## src/rtl/cpu_init_pkg.sv

```systemverilog
// Shared command codes, FSM states, payload lengths and target widths for the
// CPU init loader.
package cpu_init_pkg;

  localparam logic [7:0] CMD_BTB   = 8'h01;
  localparam logic [7:0] CMD_BHT   = 8'h02;
  localparam logic [7:0] CMD_REG   = 8'h03;
  localparam logic [7:0] CMD_START = 8'h04;
  localparam logic [7:0] CMD_STOP  = 8'h05;

  typedef enum logic [1:0] {IDLE, ADDR, DATA, HOLD} state_t;
  typedef enum logic [1:0] {TGT_BTB, TGT_BHT, TGT_REG} target_t;

  localparam int BTB_BYTES = 5;
  localparam int BHT_BYTES = 1;
  localparam int REG_BYTES = 4;

  localparam int BTB_W      = 40;
  localparam int BHT_W      = 2;
  localparam int REG_W      = 32;
  localparam int TBL_ADDR_W = 8;
  localparam int REG_ADDR_W = 5;

  localparam int SHIFT_W = 40;
  localparam int CNT_W   = 3;

  function automatic logic [CNT_W-1:0] payload_len(input target_t tgt);
    // NOTE: a default arm keeps the decode total, so no path is left unassigned
    // and no latch or X can leak out of a combinational decode.
    case (tgt)
      TGT_BTB: return CNT_W'(BTB_BYTES);
      TGT_BHT: return CNT_W'(BHT_BYTES);
      default: return CNT_W'(REG_BYTES);
    endcase
  endfunction

endpackage

```

## src/rtl/init_byte_shifter.sv

```systemverilog
// MSB-first byte shift register with a remaining-byte counter; done marks the
// shift that completes the payload. Shared by the BTB, BHT and REG targets.
module init_byte_shifter
  import cpu_init_pkg::*;
(
  input  logic               clk,
  input  logic               rst,
  input  logic               load,
  input  logic [CNT_W-1:0]   load_len,
  input  logic               shift,
  input  logic [7:0]         byte_in,
  output logic [SHIFT_W-1:0] data_next,
  output logic               done
);

  logic [SHIFT_W-1:0] data;
  logic [CNT_W-1:0]   remaining;

  // Value the register takes on this shift; the top captures it on the last byte.
  assign data_next = {data[SHIFT_W-9:0], byte_in};
  assign done      = shift && (remaining == CNT_W'(1));

  // NOTE: sequential state uses non-blocking assignments so every register
  // samples pre-edge values regardless of statement order.
  always_ff @(posedge clk) begin
    if (rst) begin
      data      <= '0;
      remaining <= '0;
    end else if (load) begin
      data      <= '0;
      remaining <= load_len;
    end else if (shift && remaining != '0) begin
      data      <= data_next;
      remaining <= remaining - CNT_W'(1);
    end
  end

endmodule

```

## src/rtl/cpu_init_loader.sv

```systemverilog
// Byte-stream command loader driving the CPU's BTB/BHT/register init ports,
// holding each completed write with rst_switch high for HOLD_CYCLES cycles.
module cpu_init_loader
  import cpu_init_pkg::*;
#(
  parameter int HOLD_CYCLES = 4
) (
  input  logic                  clk,
  input  logic                  rst,
  input  logic                  in_valid,
  input  logic [7:0]            in_data,
  output logic                  in_ready,
  output logic [TBL_ADDR_W-1:0] btb_addr,
  output logic [BTB_W-1:0]      btb_init,
  output logic [TBL_ADDR_W-1:0] bht_addr,
  output logic [BHT_W-1:0]      bht_init,
  output logic [REG_ADDR_W-1:0] reg_addr,
  output logic [REG_W-1:0]      reg_init,
  output logic                  rst_switch,
  output logic                  start_switch,
  output logic                  busy,
  output logic                  err
);

  localparam int HCW = $clog2(HOLD_CYCLES);

  state_t             state;
  target_t            tgt;
  logic [HCW-1:0]     hold_cnt;
  logic               fire;
  logic               sh_load;
  logic               sh_shift;
  logic               sh_done;
  logic [SHIFT_W-1:0] sh_next;

  assign fire     = in_valid && in_ready;
  assign sh_load  = fire && (state == ADDR);
  assign sh_shift = fire && (state == DATA);

  init_byte_shifter u_shifter (
    .clk       (clk),
    .rst       (rst),
    .load      (sh_load),
    .load_len  (payload_len(tgt)),
    .shift     (sh_shift),
    .byte_in   (in_data),
    .data_next (sh_next),
    .done      (sh_done)
  );

  always_ff @(posedge clk) begin
    if (rst) begin
      state        <= IDLE;
      tgt          <= TGT_BTB;
      hold_cnt     <= '0;
      btb_addr     <= '0;
      btb_init     <= '0;
      bht_addr     <= '0;
      bht_init     <= '0;
      reg_addr     <= '0;
      reg_init     <= '0;
      rst_switch   <= 1'b0;
      start_switch <= 1'b0;
      err          <= 1'b0;
      in_ready     <= 1'b1;
      busy         <= 1'b0;
    end else begin
      case (state)
        IDLE: begin
          busy <= 1'b0;
          if (fire) begin
            case (in_data)
              CMD_BTB, CMD_BHT, CMD_REG: begin
                tgt          <= (in_data == CMD_BTB) ? TGT_BTB :
                                (in_data == CMD_BHT) ? TGT_BHT : TGT_REG;
                state        <= ADDR;
                busy         <= 1'b1;
                // The CPU must not run while its tables are rewritten.
                start_switch <= 1'b0;
              end
              CMD_START: start_switch <= 1'b1;
              CMD_STOP:  start_switch <= 1'b0;
              default:   err          <= 1'b1;
            endcase
          end
        end
        ADDR: begin
          if (fire) begin
            case (tgt)
              TGT_BTB: btb_addr <= in_data;
              TGT_BHT: bht_addr <= in_data;
              default: reg_addr <= in_data[REG_ADDR_W-1:0];
            endcase
            state <= DATA;
          end
        end
        DATA: begin
          if (sh_done) begin
            case (tgt)
              TGT_BTB: btb_init <= sh_next[BTB_W-1:0];
              TGT_BHT: bht_init <= sh_next[BHT_W-1:0];
              default: reg_init <= sh_next[REG_W-1:0];
            endcase
            state      <= HOLD;
            hold_cnt   <= HCW'(HOLD_CYCLES - 1);
            rst_switch <= 1'b1;
            in_ready   <= 1'b0;
          end
        end
        HOLD: begin
          // busy stays high for one settle cycle after rst_switch drops.
          if (hold_cnt == '0) begin
            state      <= IDLE;
            rst_switch <= 1'b0;
            in_ready   <= 1'b1;
          end else begin
            hold_cnt <= hold_cnt - HCW'(1);
          end
        end
        default: state <= IDLE;
      endcase
    end
  end

endmodule
```

## config.mk

```make
export PLATFORM = sky130hd
export DESIGN_NAME = cpu_init_loader
export DESIGN_NICKNAME = d
export VERILOG_FILES = /design/src/rtl/cpu_init_pkg.sv /design/src/rtl/init_byte_shifter.sv /design/src/rtl/cpu_init_loader.sv
export SDC_FILE = /design/constraint.sdc
export NUM_CORES = 1
export LEC_CHECK = 0
export BUFFER_PORTS_ARGS = -buffer_cell sky130_fd_sc_hd__buf_2
export CORE_UTILIZATION = 50
export CTS_BUF_LIST = sky130_fd_sc_hd__clkbuf_8
export DETAILED_ROUTE_END_ITERATION = 16
export PLACE_DENSITY_LB_ADDON = 0.3
export SKIP_CTS_REPAIR_TIMING = 1
export SLEW_MARGIN = 10
export SYNTH_ARGS = -nofsm -noshare
export SYNTH_HDL_FRONTEND = slang
export SYNTH_HIERARCHICAL = 1
export SYNTH_SLANG_ARGS = --single-unit
export TNS_END_PERCENT = 100
```

## constraint.sdc

```tcl
create_clock -name clk -period 2.6 [get_ports clk]
set_clock_uncertainty 0.2 [all_clocks]
set_input_delay 0.65 -clock clk [delete_from_list [all_inputs] [get_ports clk]]
set_output_delay 0.65 -clock clk [all_outputs]
set_load 0.005 [all_outputs]
```

==> run metrics <==
Critical R2R Launch=state[0]; startpoint types=flip-flop; Net count, final=778; commonest non-fill, non-tap cell in the layout=nand2_1; total number of vias=4737; largest buffer count on any clock path=2; total CTS buffers=17; Worst Path Max Fanout=19; CP endpoint kind=flip-flop; I/O pins=111; TritonRoute pass-1 iters=4; actual slew at the worst max-slew pin=1097 ps; critical path required time=2770 ps; root buffer cell=clkbuf_8; Cell Area, Synth=5379 µm²; pin count of the biggest net entering global routing=111; Hold Vio Cnt, Final=0; drc violations=0; main combinational cell family by area after synthesis=simple AND/OR/NAND/NOR gates; status=finished, final reports clean; relative slew slack=0.2688; Initial Util=0.5187; port bufs=110; fin crit period=2308 ps; htree depth=4; unrepaired setup endpoints after global routing=no; Synth Register Bits=141; Placement Cell Area=5997 µm²; CP startpoint=state[0]; post-route clock period utilization=0.8876; gpl congestion=0.7730; first-pass GRT wire length=21210 µm; mux contribution to synthesized area=0.02838; gr usage total=0.2415; Synth cell types=40; Fmax=433.3 MHz; post-route cell area=6472 µm²; initial DRC count=255; Reg clk slew, reported paths=90 ps; GRT overflow=0; Die H=105.7 µm; number of global-route vias before repair=4423; CTS sink cnt=141; LEAKAGE=2.593 nW; initial antenna violation count=0; ANT nets after route=0; worst setup path category=reg2reg; Worst Hold Class=reg2reg; P&R area growth vs syn=20.33%; share of cells above drive strength 1=0.2192; setup TNS=0 ps; DR vias/cell=5.223; Adder-Cell Fraction of Synth Area=0.02094; syn nets=687; Multi-input gate area=2267 µm²; Synth Instances=667; post-synthesis xor/xnor area fraction=0.001628; sequential area share after synthesis=0.5248; Post-Synth Simple-Gate Area=0.2310; FF+latch area=2823 µm²; Max-cap violations=0; most frequent cells in the layout=nand2_1, dfxtp_1, a21oi_1, buf_2, nor2_1; FILL cells=922; TritonCTS clock tree=yes; site row count=37; DPL Wire Length=8512 µm; WP data arrival=2480 ps; maximum vdd drop=0.4169 mV; Slew Viols, Final=0; Overall Power=4.705 mW; Synth Area in Compound Gates=0.1375; hold path start=u_shifter/data[25]; synthesized area per cell=8.064 µm²; yosys warns=6; Ant. Diodes=0; routed len/inst=14.14 µm; core area=10370 µm²; Cell Pwr Density=726.9 nW/µm²; Worst-Skew Late Latency=450 ps; drt total wl=12830 µm; Setup Viol. Count Final=0; die footprint=11180 µm²; die width=105.7 µm
-- power breakdown --
group | leakage (nW) | total, mW | internal [mW] | switching [mW]
Clock | 0.241 | 2.08 | 1.19 | 0.889
Combinational | 1.22 | 0.404 | 0.146 | 0.258
Sequential | 1.14 | 2.22 | 2.20 | 0.0236
Total | 2.59 | 4.71 | 3.53 | 1.17
-- cell usage after synthesis, drive strengths merged --
library cell / count / area share
mux2i: 13 / 0.024
inv: 11 / 0.0077
or2: 3 / 0.0035
or3: 4 / 0.0047
o21a: 1 / 0.0014
o2bb2ai: 1 / 0.0016
or4: 1 / 0.0021
buf: 22 / 0.027
o21ai: 1 / 0.0016
nor2: 27 / 0.019
conb: 1 / 0.00070
o21bai: 1 / 0.0014
mux2: 2 / 0.0042
and3: 3 / 0.0035
nor2b: 4 / 0.0060
nor3b: 1 / 0.0014
o21ba: 1 / 0.0019
nor3: 1 / 0.00093
a211oi: 2 / 0.0037
nand3: 16 / 0.015
nor4: 3 / 0.0074
xnor2: 1 / 0.0016
nand2b: 5 / 0.0072
nand2: 230 / 0.16
o211a: 1 / 0.0019
a31oi: 3 / 0.0035
a21oi: 126 / 0.12
dfxtp: 141 / 0.52
ha: 9 / 0.021
a311oi: 2 / 0.0033
clkbuf: 30 / 0.021
-- metal layers --
metal	routed length, µm	vias up	GRT usage
met2	6121	128	0.3926
met3	673	26	0.06370
met1	5724	2221	0.2998
met4	305	0	0.1081
met5	0	-	0
li1	-	2362	-
-- stage by stage --
| stage | utilization | hold slack (ps) | worst slack (ps) | cells |
|---|---|---|---|---|
| 2_1_floorplan | - | 232.1 | 291.1 | 667 |
| 3_3_place_gp | 0.5783 | 239.7 | 215.0 | 875 |
| 3_5_place_dp | 0.5783 | 243.7 | 194.3 | 875 |
| 4_1_cts | 0.6242 | 254.8 | 306.7 | 907 |
| 5_1_grt | 0.6242 | 269.9 | 44.90 | 907 |
| 6_report | 0.6242 | 248.7 | 292.4 | 907 |
-- flip-flops by register name, indices dropped and copies added (netlist names) --
| name | count |
|---|---|
| reg_init | 32 |
| rst_switch | 1 |
| hold_cnt | 2 |
| tgt | 2 |
| u_shifter/data | 32 |
| reg_addr | 5 |
| in_ready | 1 |
| err | 1 |
| busy | 1 |
| state | 2 |
| btb_addr | 8 |
| bht_init | 2 |
| start_switch | 1 |
| btb_init | 40 |
| bht_addr | 8 |
| u_shifter/remaining | 3 |
-- logic make-up (layout without fill, tap and decap cells) --
family | after synthesis | after routing
buffers and inverters | 63 | 167
other | 1 | 1
muxes | 15 | 15
DFF | 141 | 141
adders and majority gates | 9 | 9
AOI/OAI and AO/OA | 139 | 139
and+or+nand+nor | 298 | 298
xor gates and xnor gates | 1 | 1
-- path summary, 6_finish.rpt --
path / end / slack (ps) / cells after the start
worst max register to register: btb_init[15] / 290 / 9
worst min-delay path: btb_init[33] / 250 / 2
worst max-delay path: btb_init[15] / 290 / 9
worst min register to register: btb_init[33] / 250 / 2
-- critical path, stage by stage (launching register included) --
cell and delay, ps:
dfxtp_1 330, inv_1 140, ha_1 190, and3_1 240, and3_1 300, nand2_1 160, nor3_2 160, buf_4 270
nand2_1 80, a21oi_1 160
-- cell type report --
| type | instances | area share |
|---|---|---|
| clock buffer | 18 | 0.03828 |
| clock inverter | 14 | 0.03518 |
| inverter | 11 | 0.006379 |
| multi-input combinational | 463 | 0.3503 |
| sequential | 141 | 0.4361 |
| tap | 136 | 0.02629 |
| timing repair buffer | 124 | 0.1075 |
(Power assumes the default switching activity.)
